**config.mk**
```make
export PLATFORM = sky130hd
export DESIGN_NAME = fc_stage
export DESIGN_NICKNAME = d
export VERILOG_FILES = /design/src/rtl/fc_stage.sv
export SDC_FILE = /design/constraint.sdc
export NUM_CORES = 2
export LEC_CHECK = 0
export CAP_MARGIN = 20
export CORE_MARGIN = 1.5
export CORE_UTILIZATION = 40
export CTS_CLUSTER_DIAMETER = 40
export DETAILED_ROUTE_END_ITERATION = 7
export GPL_TIMING_DRIVEN = 0
export HOLD_SLACK_MARGIN = 0.1
export SLEW_MARGIN = 20
export SYNTH_ARGS = -nofsm -noshare
export SYNTH_HDL_FRONTEND = slang
export SYNTH_SLANG_ARGS = --single-unit
```
**constraint.sdc**
```tcl
create_clock -name clk -period 10.1 [get_ports clk]
set_input_delay 2.525 -clock clk [delete_from_list [all_inputs] [get_ports clk]]
set_output_delay 2.525 -clock clk [all_outputs]
set_load 0.005 [all_outputs]
```
**src/rtl/fc_stage.sv**
```systemverilog
// fc_stage: fully-connected classifier stage fed by the pooled pixel stream.
// Each accepted sample is multiply-accumulated into N_OUT neuron accumulators;
// after N_IN samples the accumulators are scaled, biased, activated and
// saturated, then the N_OUT results are streamed out one per enabled cycle.
module fc_stage #(
   parameter int dataWidth = 8,
   parameter int N_IN      = 169,
   parameter int N_OUT     = 10,
   parameter int FRAC      = 4,
   parameter int actype    = 1,
   localparam int IW       = (N_IN  > 1) ? $clog2(N_IN)  : 1,
   localparam int KW       = (N_OUT > 1) ? $clog2(N_OUT) : 1
) (
   input  logic                       clk,
   input  logic                       global_rst,
   input  logic                       ce,
   input  logic [dataWidth-1:0]       data_in,
   input  logic                       valid_in,
   input  logic                       end_in,
   input  logic [N_OUT*dataWidth-1:0] weight_in,
   input  logic [N_OUT*dataWidth-1:0] bias_in,
   output logic [IW-1:0]              in_idx,
   output logic                       busy,
   output logic [dataWidth-1:0]       data_out,
   output logic [KW-1:0]              class_idx,
   output logic                       valid_out,
   output logic                       end_out,
   output logic                       overrun
);

   localparam int ACCW = 2*dataWidth + $clog2(N_IN);
   localparam int PW   = 2*dataWidth;

   localparam logic signed [ACCW:0] SAT_MAX = {{(ACCW+2-dataWidth){1'b0}}, {(dataWidth-1){1'b1}}};
   localparam logic signed [ACCW:0] SAT_MIN = {{(ACCW+2-dataWidth){1'b1}}, {(dataWidth-1){1'b0}}};

   typedef enum logic [1:0] {ACCUM, FINAL, DRAIN} StateType;

   StateType r_state;
   StateType w_stateNext;

   logic signed [ACCW-1:0]      r_acc   [N_OUT];
   logic        [dataWidth-1:0] r_res   [N_OUT];
   logic        [IW-1:0]        r_inIdx;
   logic        [KW-1:0]        r_k;
   logic        [dataWidth-1:0] r_dataOut;
   logic        [KW-1:0]        r_classIdx;
   logic                        r_validOut;
   logic                        r_endOut;
   logic                        r_overrun;

   logic                        w_sample;
   logic                        w_accept;
   logic                        w_lastIn;
   logic                        w_lastOut;
   logic signed [PW-1:0]        w_dataExt;
   logic signed [PW-1:0]        w_weightExt [N_OUT];
   logic signed [PW-1:0]        w_prod      [N_OUT];
   logic signed [ACCW-1:0]      w_prodExt   [N_OUT];
   logic signed [ACCW-1:0]      w_shift     [N_OUT];
   logic signed [ACCW:0]        w_sum       [N_OUT];
   logic        [dataWidth-1:0] w_res       [N_OUT];

   assign w_sample  = valid_in & ~end_in;
   assign w_accept  = ce & w_sample & (r_state == ACCUM);
   assign w_lastIn  = (r_inIdx == IW'(N_IN-1));
   assign w_lastOut = (r_k == KW'(N_OUT-1));

   assign in_idx    = r_inIdx;
   assign busy      = (r_state != ACCUM);
   assign data_out  = r_dataOut;
   assign class_idx = r_classIdx;
   assign valid_out = r_validOut;
   assign end_out   = r_endOut;
   assign overrun   = r_overrun;

   // Per-neuron product of the incoming sample, and the scaled/biased/activated/saturated result of each accumulator
   always_comb begin
      w_dataExt = {{dataWidth{data_in[dataWidth-1]}}, data_in};
      for (int j = 0; j < N_OUT; j++) begin
         w_weightExt[j] = {{dataWidth{weight_in[j*dataWidth+dataWidth-1]}}, weight_in[j*dataWidth +: dataWidth]};
         w_prod[j]      = w_dataExt * w_weightExt[j];
         w_prodExt[j]   = {{(ACCW-PW){w_prod[j][PW-1]}}, w_prod[j]};
         w_shift[j]     = r_acc[j] >>> FRAC;
         w_sum[j]       = {w_shift[j][ACCW-1], w_shift[j]}
                        + {{(ACCW+1-dataWidth){bias_in[j*dataWidth+dataWidth-1]}}, bias_in[j*dataWidth +: dataWidth]};
         if (actype == 1 && w_sum[j][ACCW]) begin
            w_res[j] = '0;
         end else if (w_sum[j] > SAT_MAX) begin
            w_res[j] = SAT_MAX[dataWidth-1:0];
         end else if (w_sum[j] < SAT_MIN) begin
            w_res[j] = SAT_MIN[dataWidth-1:0];
         end else begin
            w_res[j] = w_sum[j][dataWidth-1:0];
         end
      end
   end

   // Next-state: finish a frame on the last sample, spend one cycle finalising, then drain N_OUT results
   always_comb begin
      w_stateNext = r_state;
      unique case (r_state)
         ACCUM:   if (w_accept && w_lastIn) w_stateNext = FINAL;
         FINAL:   w_stateNext = DRAIN;
         DRAIN:   if (w_lastOut) w_stateNext = ACCUM;
         default: w_stateNext = ACCUM;
      endcase
   end

   // State register, frozen while the clock enable is low
   always_ff @(posedge clk) begin
      if (global_rst) begin
         r_state <= ACCUM;
      end else if (ce) begin
         r_state <= w_stateNext;
      end
   end

   // Accumulators and sample index; accumulators are wiped once the last result has been drained
   always_ff @(posedge clk) begin
      if (global_rst) begin
         for (int j = 0; j < N_OUT; j++) r_acc[j] <= '0;
         r_inIdx <= '0;
      end else if (w_accept) begin
         for (int j = 0; j < N_OUT; j++) r_acc[j] <= r_acc[j] + w_prodExt[j];
         r_inIdx <= w_lastIn ? '0 : r_inIdx + IW'(1);
      end else if (ce && r_state == DRAIN && w_lastOut) begin
         for (int j = 0; j < N_OUT; j++) r_acc[j] <= '0;
      end
   end

   // Result capture in FINAL and one-result-per-cycle output streaming in DRAIN
   always_ff @(posedge clk) begin
      if (global_rst) begin
         for (int j = 0; j < N_OUT; j++) r_res[j] <= '0;
         r_k        <= '0;
         r_dataOut  <= '0;
         r_classIdx <= '0;
         r_validOut <= 1'b0;
         r_endOut   <= 1'b0;
      end else if (ce) begin
         r_validOut <= 1'b0;
         r_endOut   <= 1'b0;
         if (r_state == FINAL) begin
            r_res <= w_res;
            r_k   <= '0;
         end else if (r_state == DRAIN) begin
            r_dataOut  <= r_res[r_k];
            r_classIdx <= r_k;
            r_validOut <= 1'b1;
            r_endOut   <= w_lastOut;
            r_k        <= w_lastOut ? '0 : r_k + KW'(1);
         end
      end
   end

   // Sticky flag for samples that arrive while the stage cannot take them
   always_ff @(posedge clk) begin
      if (global_rst) begin
         r_overrun <= 1'b0;
      end else if (ce && w_sample && r_state != ACCUM) begin
         r_overrun <= 1'b1;
      end
   end

endmodule

```
==> key figures <==
Outcome
  • Status: finished clean

Power
  • Maximum vdd drop: 312 µV
  • Final Power: 23.5 mW
  • Pwr/cell area: 326 nW/µm²
  • Leak: 33.6 nW

Setup path
  • Critical Path RT: 10.52 ns
  • Critical Path, Cell by Cell: buf_2 > clkbuf_2 > and2_2 > inv_1 > fa_1 > inv_1 > fa_1 > fa_1 > fa_1 > fa_1 > ha_1 > nand3_1 > o211ai_1 > o41ai_1 > or3_1 > a31oi_1 > a211o_1 > o41ai_1 > o21ai_1 > xnor2_1 > nor2_1
  • Worst reg2reg setup slack: 3.74 ns
  • Buffers & Inverters on Critical Path: 4
  • Worst Setup Start Kind: input port
  • Most used cell, CP: fa_1
  • CP max stage delay: 0.72 ns
  • Worst EP arrival: 10.06 ns
  • CP delay by family, top: adder cells
  • Critical path class: input port to flop
  • Crit. End Element: flop
  • Critical path origin: data_in[7]
  • CP max stage cell: o41ai_1
  • CP Max Fanout: 17
  • R2r startpoint: r_acc[8][4]

Floorplan
  • Die H: 403 µm
  • Core area: 158000 µm²
  • Die Span X: 403 µm
  • FP Rows: 146
  • Die area: 162000 µm²
  • Initial Utilization: 40.3%
  • Ports: 197

Clocking
  • TritonCTS Buffers: 88
  • Clk root buf: clkbuf_16
  • Post CTS Setup Buffer Count: 0
  • Clock buffer depth: 3
  • CTS Hold Bufs: 0
  • CTS H-tree lvls: 3
  • Clock Pin Slew Worst Setup and Hold Paths: 0.06 ns
  • Clk_lat worst skew: 0.74 ns
  • Post-CTS sizing: 0
  • Sink Count: 349
  • CTS tree: yes

Synthesis
  • EDFF count, synth: 240
  • Mapped Cells: 6618
  • Syn Nets: 8589
  • Synth Flop Type: edfxtp_1
  • Synth Warn #: 0
  • Mapped cell area: 63900 µm²
  • Fraction of registers with async set/reset: 0%
  • Seq cells post-synth: 349
  • Avg Cell Area, Syn: 9.65 µm²
  • Synth unique cells: 93
  • Sequential share of the synthesized area: 14.7%

Job
  • Max_cap viols: 0

Place
  • Inst Count DP: 8882
  • Dpl hpwl: 160 mm
  • Final estimated routing congestion in global placement: 0.920
  • Placed cell area: 68600 µm²
  • Port Buffers: 180

Timing
  • Max Fclk: 0.104 GHz
  • Worst-Margin Slew: 1.24 ns
  • Final Setup Violations: 0
  • Worst clock skew: 0.0545 ns
  • RSZ-0062 raised after global routing: no
  • Final hold viol count: 0
  • Final Critical Period: 9.64 ns
  • Slew Viols, Final: 0
  • Rel. slew slack: 17.4%
  • Final period utilization: 95.4%

GRT
  • First-pass GRT wire length: 300 mm
  • Vias in the first global route: 50100
  • Largest net degree at the start of global routing: 48
  • Met3 Use GR: 6.12%
  • Antenna violations before repair: 45
  • Busiest grt layer: met2
  • GRT met2 Usage: 37.8%
  • GR Util met1: 32.4%
  • Grt total ovfl: 0
  • Total GRT Usage: 24.4%

Layout
  • Fill cells: 14900
  • Nets: 8873
  • Layout area overhead: 12.5%
  • Finished Layout Cells: 9070
  • Post-Layout Inst Area: 71900 µm²
  • Share of cells above drive strength 1: 3.73%

Route
  • Wire per inst: 21.5 µm
  • DRC viols: 0
  • Remaining antenna violation count: 0
  • Via count: 49000
  • 1st-iter DRT viols: 3597
  • Final WL: 195 mm
  • DR pass1 iterations: 7
  • Vias per inst: 5.40

Hold path
  • Worst min path class: flop to flop
  • Worst hold start: class_idx[0]
## final timing paths
kind | to | depth (start not counted)
max reg2reg | r_acc[8][22] | 21
min | class_idx[0] | 2
min reg2reg | class_idx[0] | 2
max | r_acc[7][23] | 21
## cells by family after synthesis
| family | Yosys count | share of synthesized area (%) |
|---|---|---|
| adder cells (fa/ha/maj) | 1798 | 47.6 |
| AND/OR/NAND/NOR | 1857 | 14.3 |
| buffers and inverters | 1204 | 7.08 |
| XOR/XNOR | 305 | 4.18 |
| AO/OA/AOI/OAI | 1043 | 10.9 |
| multiplexers | 62 | 1.29 |
| flip-flops | 349 | 14.7 |
## registers in the layout, summed over array words and instances (netlist names)
| signal | cells |
|---|---|
| r_acc | 240 |
| r_res | 80 |
| data_out | 8 |
| in_idx | 8 |
| class_idx | 4 |
| r_k | 4 |
| r_state | 2 |
| end_out | 1 |
| overrun | 1 |
| valid_out | 1 |
## power by group
part	internal, mW	switching [mW]	total, mW
Sequential	1.78	0.195	1.98
Clock	1.99	1.07	3.05
Combinational	8.18	10.2	18.4
Total	12.0	11.5	23.5
## cells in the final DEF (no fill, tap or decap), drive strengths merged, types with 113 or more instances in the layout
cell and n:
and2 412, ha 748, nand2 462, clkdlybuf4s50 179, o21ai 188, nor3 114, inv 1050, fa 1050
xnor2 192, xor2 113, a21oi 286, edfxtp 240, nor2 500, clkbuf 263
## stage by stage
stage                     setup TNS (ns)  setup slack [ns]  util (%)  hold WS [ns]
after global routing                   0            0.0983      45.4         0.465
after floorplan                        0              1.55         -         0.411
final                                  0             0.464      45.4         0.458
after CTS                              0             0.467      45.3         0.455
after detailed placement          -0.567            -0.279      43.3         0.442
after global placement           -590.23             -2.25      43.1         0.436
## layout make-up
type	instances	area, µm²	area share [%]
Timing Repair Buffer	194	2080	2.89
Sequential cell	349	9390	13.1
Buffer	157	628	0.874
Antenna cell	20	50.0	0.0696
Clock buffer	117	2570	3.58
Multi-Input combinational cell	5065	50000	69.6
Inverter	1047	3930	5.47
Clock inverter	49	636	0.884
Tap cell	2072	2590	3.61
## cells in the mapped netlist (42+ instances only)
cell	number	share of area, %
nand2b_1	76	0.74
inv_1	1037	6.1
and2_1	412	4.0
xnor2_1	192	2.6
nor3_1	114	0.89
clkbuf_1	145	0.85
o21bai_1	45	0.53
nand3_1	77	0.60
edfxtp_1	240	11
o21ai_0	165	1.3
dfxtp_1	109	3.4
fa_1	1050	33
nand2_1	462	2.7
nor2_1	500	2.9
mux2i_1	42	0.66
a21oi_1	286	2.2
ha_1	748	15
a21o_1	92	1.1
xor2_1	113	1.5
## worst register-to-register path: cells and delay by family (launching register included)
family | cells | cell delay, ns
AOI/OAI and AO/OA | 7 | 2.30
xor gates and xnor gates | 1 | 0.20
adders and majority gates | 7 | 2.67
buffers and inverters | 4 | 0.21
DFF | 1 | 0.36
and+or+nand+nor | 2 | 0.30
## per-layer routing
metal / vias to the layer above / part of all wire [%]
li1: 22600 / -
met1: 24500 / 42
met2: 1483 / 44
met3: 361 / 8.7
met4: 32 / 4.5
met5: - / 0.11
No activity file was read; power rests on OpenSTA's default activity.
